===== src/rtl/add_sched_pkg.sv =====
// Shared state encoding and round-robin helper for the serial-add scheduler.
package add_sched_pkg;

    localparam logic [1:0] ST_IDLE = 2'd0;
    localparam logic [1:0] ST_ADD  = 2'd1;
    localparam logic [1:0] ST_DONE = 2'd2;

    typedef enum logic [1:0] {
        IDLE = ST_IDLE,
        ADD  = ST_ADD,
        DONE = ST_DONE
    } state_t;

    function automatic int unsigned rr_next(input int unsigned idx, input int unsigned n);
        return (idx + 32'd1 >= n) ? 32'd0 : idx + 32'd1;
    endfunction

endpackage


===== src/rtl/serial_add_core.sv =====
// LSB-first bit-serial adder: operand/result shift registers, carry and bit counter.
module serial_add_core #(
    parameter int WIDTH = 8
) (
    input  logic             clk,
    input  logic             rst,
    input  logic             load,
    input  logic             shift,
    input  logic [WIDTH-1:0] a,
    input  logic [WIDTH-1:0] b,
    output logic [WIDTH-1:0] sum_next,
    output logic             carry_next,
    output logic             done
);

    localparam int CW = (WIDTH > 1) ? $clog2(WIDTH) : 1;

    logic [WIDTH-1:0] a_sh;
    logic [WIDTH-1:0] b_sh;
    logic [WIDTH-1:0] sum_sh;
    logic             carry;
    logic [CW-1:0]    cnt;
    logic             sum_bit;

    assign sum_bit    = a_sh[0] ^ b_sh[0] ^ carry;
    assign carry_next = (a_sh[0] & b_sh[0]) | (a_sh[0] & carry) | (b_sh[0] & carry);
    // The new bit enters at the MSB so after WIDTH shifts bit 0 sits at the LSB.
    assign sum_next   = {sum_bit, sum_sh[WIDTH-1:1]};
    assign done       = shift && (cnt == CW'(WIDTH - 1));

    always_ff @(posedge clk or posedge rst) begin
        if (rst) begin
            a_sh   <= '0;
            b_sh   <= '0;
            sum_sh <= '0;
            carry  <= 1'b0;
            cnt    <= '0;
        end else if (load) begin
            a_sh   <= a;
            b_sh   <= b;
            sum_sh <= '0;
            carry  <= 1'b0;
            cnt    <= '0;
        end else if (shift) begin
            a_sh   <= a_sh >> 1;
            b_sh   <= b_sh >> 1;
            sum_sh <= sum_next;
            carry  <= carry_next;
            cnt    <= cnt + CW'(1);
        end
    end

endmodule


===== src/rtl/serial_add_sched.sv =====
// Round-robin scheduler sharing one bit-serial adder among NREQ requesters.
// Handshakes: a transfer happens on a rising clk edge where valid and ready are both high.
module serial_add_sched
    import add_sched_pkg::*;
#(
    parameter int NREQ  = 4,
    parameter int WIDTH = 8,
    localparam int IDW  = $clog2(NREQ)
) (
    input  logic                  clk,
    input  logic                  rst,
    input  logic [NREQ-1:0]       req_valid,
    input  logic [NREQ*WIDTH-1:0] req_a,
    input  logic [NREQ*WIDTH-1:0] req_b,
    output logic [NREQ-1:0]       req_ready,
    output logic                  rsp_valid,
    input  logic                  rsp_ready,
    output logic [WIDTH-1:0]      rsp_sum,
    output logic                  rsp_cout,
    output logic [IDW-1:0]        rsp_id,
    output logic                  busy,
    output state_t                state
);

    logic [IDW-1:0]   rr_ptr;
    logic [IDW-1:0]   cur_id;
    logic [NREQ-1:0]  rot;
    logic             grant_found;
    logic [IDW-1:0]   grant_idx;
    logic             accept;
    logic [WIDTH-1:0] a_sel;
    logic [WIDTH-1:0] b_sel;
    logic [WIDTH-1:0] sum_next;
    logic             carry_next;
    logic             done;

    // Rotating by rr_ptr makes bit k of rot correspond to requester (rr_ptr+k) mod NREQ.
    always_comb begin
        int unsigned idx;
        idx         = 32'd0;
        rot         = NREQ'({req_valid, req_valid} >> rr_ptr);
        grant_found = 1'b0;
        grant_idx   = '0;
        for (int k = 0; k < NREQ; k++) begin
            if (!grant_found && rot[k]) begin
                grant_found = 1'b1;
                idx         = 32'(rr_ptr) + 32'(k);
                if (idx >= 32'(NREQ)) idx = idx - 32'(NREQ);
                grant_idx   = IDW'(idx);
            end
        end
    end

    assign accept    = (state == IDLE) && !rst && grant_found;
    assign req_ready = accept ? (NREQ'(1) << grant_idx) : '0;
    assign a_sel     = req_a[grant_idx*WIDTH +: WIDTH];
    assign b_sel     = req_b[grant_idx*WIDTH +: WIDTH];
    assign busy      = (state != IDLE);

    serial_add_core #(.WIDTH(WIDTH)) u_core (
        .clk        (clk),
        .rst        (rst),
        .load       (accept),
        .shift      (state == ADD),
        .a          (a_sel),
        .b          (b_sel),
        .sum_next   (sum_next),
        .carry_next (carry_next),
        .done       (done)
    );

    always_ff @(posedge clk or posedge rst) begin
        if (rst) begin
            state     <= IDLE;
            rr_ptr    <= '0;
            cur_id    <= '0;
            rsp_valid <= 1'b0;
            rsp_sum   <= '0;
            rsp_cout  <= 1'b0;
            rsp_id    <= '0;
        end else begin
            case (state)
                IDLE: begin
                    if (accept) begin
                        cur_id <= grant_idx;
                        rr_ptr <= IDW'(rr_next(32'(grant_idx), NREQ));
                        state  <= ADD;
                    end
                end
                ADD: begin
                    if (done) begin
                        rsp_sum   <= sum_next;
                        rsp_cout  <= carry_next;
                        rsp_id    <= cur_id;
                        rsp_valid <= 1'b1;
                        state     <= DONE;
                    end
                end
                DONE: begin
                    if (rsp_ready) begin
                        rsp_valid <= 1'b0;
                        state     <= IDLE;
                    end
                end
                default: state <= IDLE;
            endcase
        end
    end

endmodule


===== config.mk =====
export PLATFORM = sky130hd
export DESIGN_NAME = serial_add_sched
export DESIGN_NICKNAME = d
export VERILOG_FILES = /design/src/rtl/add_sched_pkg.sv /design/src/rtl/serial_add_core.sv /design/src/rtl/serial_add_sched.sv
export SDC_FILE = /design/constraint.sdc
export NUM_CORES = 1
export LEC_CHECK = 0
export ABC_AREA = 1
export CAP_MARGIN = 10
export CORE_AREA = 5 5 85 87
export CTS_CLUSTER_SIZE = 10
export DETAILED_ROUTE_END_ITERATION = 10
export DIE_AREA = 0 0 90 92
export PLACE_DENSITY_LB_ADDON = 0.1
export SETUP_SLACK_MARGIN = 0.5
export SLEW_MARGIN = 30
export SYNTH_ARGS = -nofsm -noshare
export SYNTH_HDL_FRONTEND = slang
export SYNTH_SLANG_ARGS = --single-unit
export TNS_END_PERCENT = 1

===== constraint.sdc =====
create_clock -name clk -period 2.8 [get_ports clk]
set_input_delay 0.56 -clock clk [delete_from_list [all_inputs] [get_ports clk]]
set_output_delay 0.56 -clock clk [all_outputs]
set_load 0.05 [all_outputs]

==> impl_metrics.yaml, run 1 <==
logic_synthesis:
  synth_top_area_cell: "dfrtp_1"
  netlist_area_mm2: 0.00292
  synth_edf_count: 0
  synth_most_common_cell: "nand2_1"
  yosys_warnings: 0
  synth_ff_type: "dfrtp_1"
  ys_types: 36
  async_flop_share: 1.00
  syn_inst: 399
  synth_fp_nets: 477
  ys_ff_latch: 45
  ys_seq_area_frac: 0.386
  synth_area_leaders: "dfrtp_1, nand2_1, inv_1"
  synthTopCellsByCount: "nand2_1, inv_1, dfrtp_1"
  synth_area_per_cell_um2: 7.31
  yosysTopAreaCellShare: 0.386
power_and_ir_drop:
  totalPowerFinal_mw: 5.97
  p_clk_frac: 0.085
  p_comb_frac: 0.729
  p_sw_frac: 0.492
  p_leak_nw: 2.21
  ir_worst_vdd_uv: 765
  p_seq_frac: 0.186
  switchingPower_mw: 2.94
  cellPowerDensity_mw_per_mm2: 1310
  internal_power_mw: 3.03
clock_tree:
  path_clk_slew_ns: 0.08
  clk_path_buf_depth: 2
  clock_latency_ns: 0.30
  htree_levels: 2
  cts.sinks: 45
  root_buffer: "clkbuf_8"
  tritoncts: "done"
  cts_buffers: 5
die:
  coreArea_mm2: 0.00628
  fp.dieArea_mm2: 0.00828
  start_util: 0.465
  fp.dieH_um: 92
  ios: 90
  die_x_um: 90
  rows: 29
sta:
  hold_viol: 0
  finalSetupViolations: 0
  relSlewSlack: 0.466
  min_period_ns: 2.73
  tightest_slew_ns: 0.796
  min_period_over_period: 0.976
  maxSlewViolCount: 0
  fmax_mhz: 366
  rsz0062_at_grt: "yes"
  fin_setup_tns_ns: 0
  holdWs_ns: 0.486
  fin_skew_ns: 0.00529
final_layout:
  fin_area_mm2: 0.00457
  fillCellCount: 488
  n_antenna_cell: 0
  area_delta_synth_final_pct: 56.5
  final_nets: 590
  finalNonFillerCells: 590
  drive_above_1_share: 0.230
worst_setup_path:
  required_ns: 2.24
  startpoint_type: "register"
  r2r_start: "rr_ptr[0]"
  crit_type: "reg2out"
  cp_max_fo: 7
  crit_arrival_ns: 2.17
  end_kind: "output port"
  startpoint: "rr_ptr[0]"
route:
  drc_errors: 0
  ant_nets: 0
  totalWireLength_um: 7890
  via_count: 2912
  wire_per_inst_um: 13.4
  drt_first_pass_iters: 4
  drtIter0Drc: 74
  viasPerCell: 4.94
min_path:
  holdCritPathClass: "reg2reg"
  hp-start: "rsp_valid"
placed_design:
  portBuffers: 89
  dp_hpwl_um: 5970
  post-place-cells: 572
  dpl-instance-area_mm2: 0.00419
  routabilityCongestion: 0.763
grt:
  grt_remaining_overflow: 0
  grt_max_degree: 31
  grt_pass1_wl_um: 12700
  grt_util_all_layers: 0.182
  antenna_found_initial: 0
  grt_pass1_vias: 2838
run:
  timing.max_cap.violations: 0
outcome:
  outcome: "complete, no violations"
## layout by cell type, fill, tap and decap left out, types with 2 or more instances in the layout
cell type        count
ha_4                 3
o21ai_0             18
or2_1                5
ha_1                 2
buf_4               31
o22ai_2              5
clkinv_1             2
clkbuf_8             6
inv_6                2
nand2_2              8
clkdlybuf4s50_1     81
inv_1               56
nand2_4              8
nor2_1               8
a22oi_1              8
nand2_8              4
nand4_1             14
o21ai_1              2
or2_2                2
inv_4                3
nand3_2              3
buf_6                2
nand3_4              7
o21ai_2              2
a22o_1               2
a21oi_2              2
o22ai_1              2
buf_12               5
nand2_1            103
nor2_4               5
dfrtp_1             44
a21oi_1              2
inv_2                6
o211ai_1             5
nand3_1             35
## cells by family after synthesis
| family | synth area share |
|---|---|
| AOI/OAI and AO/OA | 0.100 |
| xor gates and xnor gates | 0.00300 |
| buffers and inverters | 0.136 |
| and+or+nand+nor | 0.339 |
| adders and majority gates | 0.0326 |
| DFF | 0.386 |
| muxes | 0.00386 |
## worst max-delay path, cell delays in order, from the launching register on
cell,delay (ns)
dfrtp_1,0.41
buf_6,0.15
clkinv_8,0.09
nand2_8,0.05
nand3_4,0.08
nand2_4,0.08
o21ai_1,0.21
nand2_2,0.10
nand3_4,0.10
nand2_4,0.09
buf_12,0.13
ha_4,0.14
inv_2,0.06
nor2_4,0.03
buf_8,0.14
## stage by stage
step                      worst slack [ns]  utilization
after CTS                           0.0843        0.698
final                               0.0663        0.728
after detailed placement            -0.269        0.667
after floorplan                      0.424            -
after global routing               -0.0437        0.728
after global placement              -0.183        0.667
## repair_timing
| item | in CTS | in global routing |
|---|---|---|
| setup endpoints to repair | 31 | 26 |
| setup buffers | 5 | 4 |
| cloned | 1 | 0 |
| pin swaps | 7 | 19 |
| gates resized for setup | 20 | 35 |
| hold buffers | 0 | 0 |
## sequential cells by signal (all words and copies together), names as in the netlist, 2 cells and up
register / cells
state: 2
cur_id: 2
u_core.b_sh: 8
u_core.a_sh: 8
u_core.cnt: 3
rsp_sum: 8
rr_ptr: 2
u_core.sum_sh: 7
rsp_id: 2
## power groups by stage
stage	Sequential (mW)	Clock, mW	Combinational (mW)
2_1_floorplan	1.36	0	2.44
3_3_place_gp	1.10	0	3.71
3_5_place_dp	1.11	0	3.79
4_1_cts	1.10	0.507	4.00
5_1_grt	1.14	0.542	4.75
6_report	1.11	0.505	4.35
## routing by layer
layer	global-route usage	share of wire	vias up
li1	-	-	1498
met1	0.218	0.41	1333
met2	0.320	0.52	69
met3	0.0475	0.050	12
met4	0.0583	0.014	0
met5	0	0	-
## area by class of cell
class                   count  area (µm²)  area share
multi-input cells         264        1710       0.373
clock buffers               7        86.3      0.0189
flip-flops and latches     45        1130       0.247
well taps                  77        96.3      0.0211
inverters                  71         300      0.0658
repair buffers            125        1220       0.267
clock inverters             1        30.0     0.00658
## final timing paths
| path | slack, ns | to | depth (start not counted) |
|---|---|---|---|
| worst max-delay path | 0.07 | req_ready[0] | 14 |
| worst min-delay path | 0.49 | rsp_valid | 2 |
| worst max register to register | 0.42 | u_core.b_sh[6] | 15 |
| worst min register to register | 0.49 | rsp_valid | 2 |
| max in group asynchronous | 1.55 | rsp_sum[5] | 3 |
| min in group asynchronous | 0.64 | rsp_sum[0] | 2 |
(Power assumes the default switching activity.)
==> inputs of run 2 (changes only) <==
--- a/config.mk
+++ b/config.mk
@@ -13,6 +13,8 @@
 export DIE_AREA = 0 0 90 92
 export PLACE_DENSITY_LB_ADDON = 0.1
 export SETUP_SLACK_MARGIN = 0.5
+export SKIP_CTS_REPAIR_TIMING = 1
+export SKIP_LAST_GASP = 1
 export SLEW_MARGIN = 30
 export SYNTH_ARGS = -nofsm -noshare
 export SYNTH_HDL_FRONTEND = slang
==> impl_metrics.yaml, run 2 (synthesized netlist as in run 1, its figures left out) <==
final_layout:
  final_nets: 591
  area_delta_synth_final_pct: 54.5
  mostFrequentLayoutCell: "nand2_1"
  largestRegisters: "rsp_sum x8, u_core.a_sh x8, u_core.b_sh x8"
  layout_common_cells: "nand2_1, clkdlybuf4s50_1, inv_1"
  n_antenna_cell: 0
  fillCellCount: 510
  finalNonFillerCells: 591
  fin_area_mm2: 0.00451
  drive_above_1_share: 0.196
die:
  rows: 29
  fp.dieH_um: 92
  coreArea_mm2: 0.00628
  start_util: 0.465
  ios: 90
  die_x_um: 90
  fp.dieArea_mm2: 0.00828
sta:
  rsz0062_at_grt: "yes"
  min_period_ns: 2.81
  setup_slack_ns: -0.0115
  fmax_mhz: 356
  min_period_over_period: 1.00
  finalSetupViolations: 1
  relSlewSlack: 0.472
  holdWs_ns: 0.483
  tightest_slew_ns: 0.788
  hold_viol: 0
  maxSlewViolCount: 0
  fin_skew_ns: 0.00528
clock_tree:
  cts_buffers: 5
  tritoncts: "done"
  path_clk_slew_ns: 0.08
  cts.sinks: 45
  htree_levels: 2
  root_buffer: "clkbuf_8"
  clk_path_buf_depth: 2
  clock_latency_ns: 0.30
placed_design:
  dp_hpwl_um: 5970
  place_ws_ns: -0.269
  post-place-cells: 572
  dpl-instance-area_mm2: 0.00419
  portBuffers: 89
  routabilityCongestion: 0.763
power_and_ir_drop:
  internal_power_mw: 2.99
  p_clk_frac: 0.087
  p_sw_frac: 0.484
  p_leak_nw: 2.24
  p_comb_frac: 0.721
  cellPowerDensity_mw_per_mm2: 1290
  p_seq_frac: 0.193
  switchingPower_mw: 2.80
  ir_worst_vdd_uv: 726
worst_setup_path:
  required_ns: 2.24
  startpoint_type: "register"
  end_kind: "output port"
  crit_arrival_ns: 2.25
  r2r_slack_ns: 0.42
  crit_type: "reg2out"
  cp_max_fo: 7
grt:
  grt_util_all_layers: 0.179
  grt_pass1_vias: 2797
  grt_max_degree: 31
  grt_remaining_overflow: 0
  antenna_found_initial: 0
  grt_pass1_wl_um: 12500
route:
  wire_per_inst_um: 13.1
  viasPerCell: 4.91
  ant_nets: 0
  via_count: 2900
  drt_first_pass_iters: 5
  totalWireLength_um: 7730
  drc_errors: 0
  drtIter0Drc: 99
outcome:
  violations: "negative setup slack"
  outcome: "finished, violations left"
run:
  timing.max_cap.violations: 0
min_path:
  holdCritPathClass: "reg2reg"
run 2: cell type report:
cell class,count,area (µm²),share of cell area
clock buffer,7,86.3,0.0192
clock inverter,1,30.0,0.00666
inverter,71,292,0.0647
multi-input combinational,264,1590,0.353
sequential,45,1130,0.250
tap,77,96.3,0.0214
timing repair buffer,126,1280,0.285
run 2: layer usage:
metal,GRT usage,vias to the layer above,share of wire
li1,-,1493,-
met3,0.0475,9,0.055
met2,0.316,76,0.52
met4,0.0509,0,0.010
met1,0.214,1322,0.42
met5,0,-,0
run 2: per-stage QoR:
| stage | TNS (ns) | power [mW] | util |
|---|---|---|---|
| after detailed placement | -1.07 | 4.90 | 0.667 |
| after floorplan | 0 | 3.81 | - |
| after CTS | -1.02 | 5.41 | 0.685 |
| after global placement | -0.687 | 4.81 | 0.667 |
| after global routing | -0.382 | 6.27 | 0.718 |
| final | -0.0115 | 5.79 | 0.718 |
run 2: path summary, 6_finish.rpt:
path / from / to / depth (start not counted)
worst max-delay path: rr_ptr[0] / req_ready[0] / 15
worst min-delay path: rsp_valid / rsp_valid / 2
worst max register to register: rr_ptr[0] / u_core.b_sh[1] / 15
worst min register to register: rsp_valid / rsp_valid / 2
max in group asynchronous: rst / rsp_sum[1] / 3
min in group asynchronous: rst / rsp_sum[0] / 2
run 2: critical path, stage by stage, from the launching register on:
cell      delay, ns
dfrtp_1        0.44
buf_8          0.17
clkinv_8       0.08
nand2_4        0.06
nand3_4        0.08
nand2_4        0.08
buf_12         0.13
nor2_8         0.14
nand2_2        0.07
nand3_2        0.10
nand2_4        0.09
buf_12         0.13
ha_4           0.14
inv_2          0.06
nor2_4         0.03
buf_8          0.15
run 2: power by group through the flow:
stage / combinational, mW / sequential, mW / clock [mW]
finish: 4.18 / 1.12 / 0.504
global route: 4.58 / 1.14 / 0.541
CTS: 3.81 / 1.10 / 0.507
detailed placement: 3.79 / 1.11 / 0
global placement: 3.71 / 1.10 / 0
floorplan: 2.44 / 1.36 / 0
==> inputs of run 3 (changes only) <==
--- a/config.mk
+++ b/config.mk
@@ -7,10 +7,10 @@
 export LEC_CHECK = 0
 export ABC_AREA = 1
 export CAP_MARGIN = 10
-export CORE_AREA = 5 5 85 87
+export CORE_AREA = 5 5 78 95
 export CTS_CLUSTER_SIZE = 10
 export DETAILED_ROUTE_END_ITERATION = 10
-export DIE_AREA = 0 0 90 92
+export DIE_AREA = 0 0 83 100
 export PLACE_DENSITY_LB_ADDON = 0.1
 export SETUP_SLACK_MARGIN = 0.5
 export SKIP_CTS_REPAIR_TIMING = 1
==> constraint.sdc (replaced) <==
create_clock -name clk -period 2.97 [get_ports clk]
set_input_delay 0.594 -clock clk [delete_from_list [all_inputs] [get_ports clk]]
set_output_delay 0.594 -clock clk [all_outputs]
set_load 0.05 [all_outputs]
==> impl_metrics.yaml, run 3 (synthesized netlist as in run 1, its figures left out) <==
worst_setup_path:
  crit_arrival_ns: 2.15
  cp_max_fo: 7
  required_ns: 2.38
  crit_type: "reg2out"
  r2r_start: "rr_ptr[0]"
  r2r_end: "u_core.cnt[0]"
  startpoint_type: "register"
  end_kind: "output port"
  r2r_slack_ns: 0.62
  r2r_cells: 13
die:
  ios: 90
  rows: 32
  start_util: 0.461
  coreArea_mm2: 0.00633
  fp.dieH_um: 100
  fp.dieArea_mm2: 0.00830
  die_x_um: 83
clock_tree:
  htree_levels: 2
  clock_latency_ns: 0.29
  tritoncts: "done"
  path_clk_slew_ns: 0.09
  root_buffer: "clkbuf_8"
  cts.sinks: 45
  cts_buffers: 5
  clk_path_buf_depth: 2
route:
  drc_errors: 0
  totalWireLength_um: 7600
  drtIter0Drc: 88
  drt_first_pass_iters: 4
  viasPerCell: 4.85
  ant_nets: 0
  wire_per_inst_um: 12.9
  via_count: 2869
sta:
  hold_viol: 0
  min_period_ns: 2.75
  min_period_over_period: 0.926
  relSlewSlack: 0.494
  fin_skew_ns: 0.00613
  setup_slack_ns: 0.221
  maxSlewViolCount: 0
  rsz0062_at_grt: "yes"
  fin_setup_tns_ns: 0
  tightest_slew_ns: 0.759
  fmax_mhz: 364
  finalSetupViolations: 0
power_and_ir_drop:
  ir_worst_vdd_uv: 817
  cellPowerDensity_mw_per_mm2: 1200
  p_leak_nw: 2.15
placed_design:
  portBuffers: 89
  dp_hpwl_um: 5780
  place_ws_ns: -0.0560
  routabilityCongestion: 0.853
grt:
  gr-usage-met2: 0.323
  grt_pass1_wl_um: 12100
  grt_util_all_layers: 0.177
  gr-max-usage-layer: "met2"
  grt_use_met1: 0.207
  grt_remaining_overflow: 0
  grt_max_degree: 46
  antenna_found_initial: 0
  grtUsageMet3: 0.0337
  grt_pass1_vias: 2648
final_layout:
  fin_util: 0.677
  mostFrequentLayoutCell: "nand2_1"
  largestRegisters: "rsp_sum x8, u_core.a_sh x8, u_core.b_sh x8"
  final_nets: 583
  drive_above_1_share: 0.184
  area_delta_synth_final_pct: 46.8
  n_antenna_cell: 0
  layout_common_cells: "nand2_1, clkdlybuf4s50_1, inv_1"
min_path:
  holdCritPathClass: "reg2reg"
  hp-start: "rsp_valid"
  hold_depth: 2
  holdPathEnd: "rsp_valid"
outcome:
  outcome: "complete, no violations"
run:
  timing.max_cap.violations: 0
==> run 3: changes by cell type in the layout (fill, tap and decap cells not counted), moves of 2 or more <==
cell     delta
inv_4       -2
nand2_8     -2
buf_8       -2
nand3_4     -4
nand3_2     +4
nand2_2     +2
nand2_1     +2
buf_12      -3
nand2_4     -2
==> run 3: through the flow <==
stage / cell area, µm² / hold WS [ns] / instances / power [mW]
6_report: 4280 / 0.474 / 591 / 5.14
5_1_grt: 4280 / 0.502 / 591 / 5.58
4_1_cts: 4180 / 0.479 / 584 / 4.98
3_5_place_dp: 4060 / 0.458 / 576 / 4.49
3_3_place_gp: 4060 / 0.454 / 576 / 4.42
2_1_floorplan: 3000 / 0.449 / 399 / 3.49
==> run 3: worst max-delay path: stages (launching register included) <==
cell,delay (ns)
dfrtp_2,0.49
buf_4,0.17
nand2_2,0.08
nand3_2,0.11
nand2_4,0.12
inv_2,0.06
nand3_1,0.06
nand2_1,0.06
nand3_2,0.11
nand2_4,0.09
inv_6,0.08
ha_1,0.13
inv_1,0.06
nor2_4,0.10
buf_12,0.14
==> run 3: worst max path at each step <==
stage,cells after the start,startpoint,endpoint
finish,14,rr_ptr[0],req_ready[3]
global route,14,rr_ptr[0],req_ready[3]
CTS,15,req_valid[3],req_ready[3]
detailed placement,15,req_valid[3],req_ready[3]
global placement,12,req_valid[1],req_ready[1]
floorplan,13,req_valid[1],req_ready[1]
==> run 3: power breakdown <==
part           internal, mW  switching (mW)  leakage [nW]  total, mW
sequential            0.886           0.166         0.565       1.05
combinational          1.45            2.16          1.53       3.61
clock                 0.274           0.207        0.0574      0.480
==> run 3: routing by layer <==
layer / wire length, µm / share of wire
met3: 414 / 0.054
met1: 3080 / 0.41
met4: 46 / 0.0061
met5: 0 / 0
met2: 4060 / 0.53
==> run 3: layout make-up <==
cell class | count | area (µm²)
Clock inverter | 2 | 37.5
Tap cell | 85 | 106
Inverter | 71 | 280
Fill cell | 551 | 2040
Multi-Input combinational cell | 264 | 1500
Timing Repair Buffer | 118 | 1150
Sequential cell | 45 | 1130
Clock buffer | 6 | 82.6
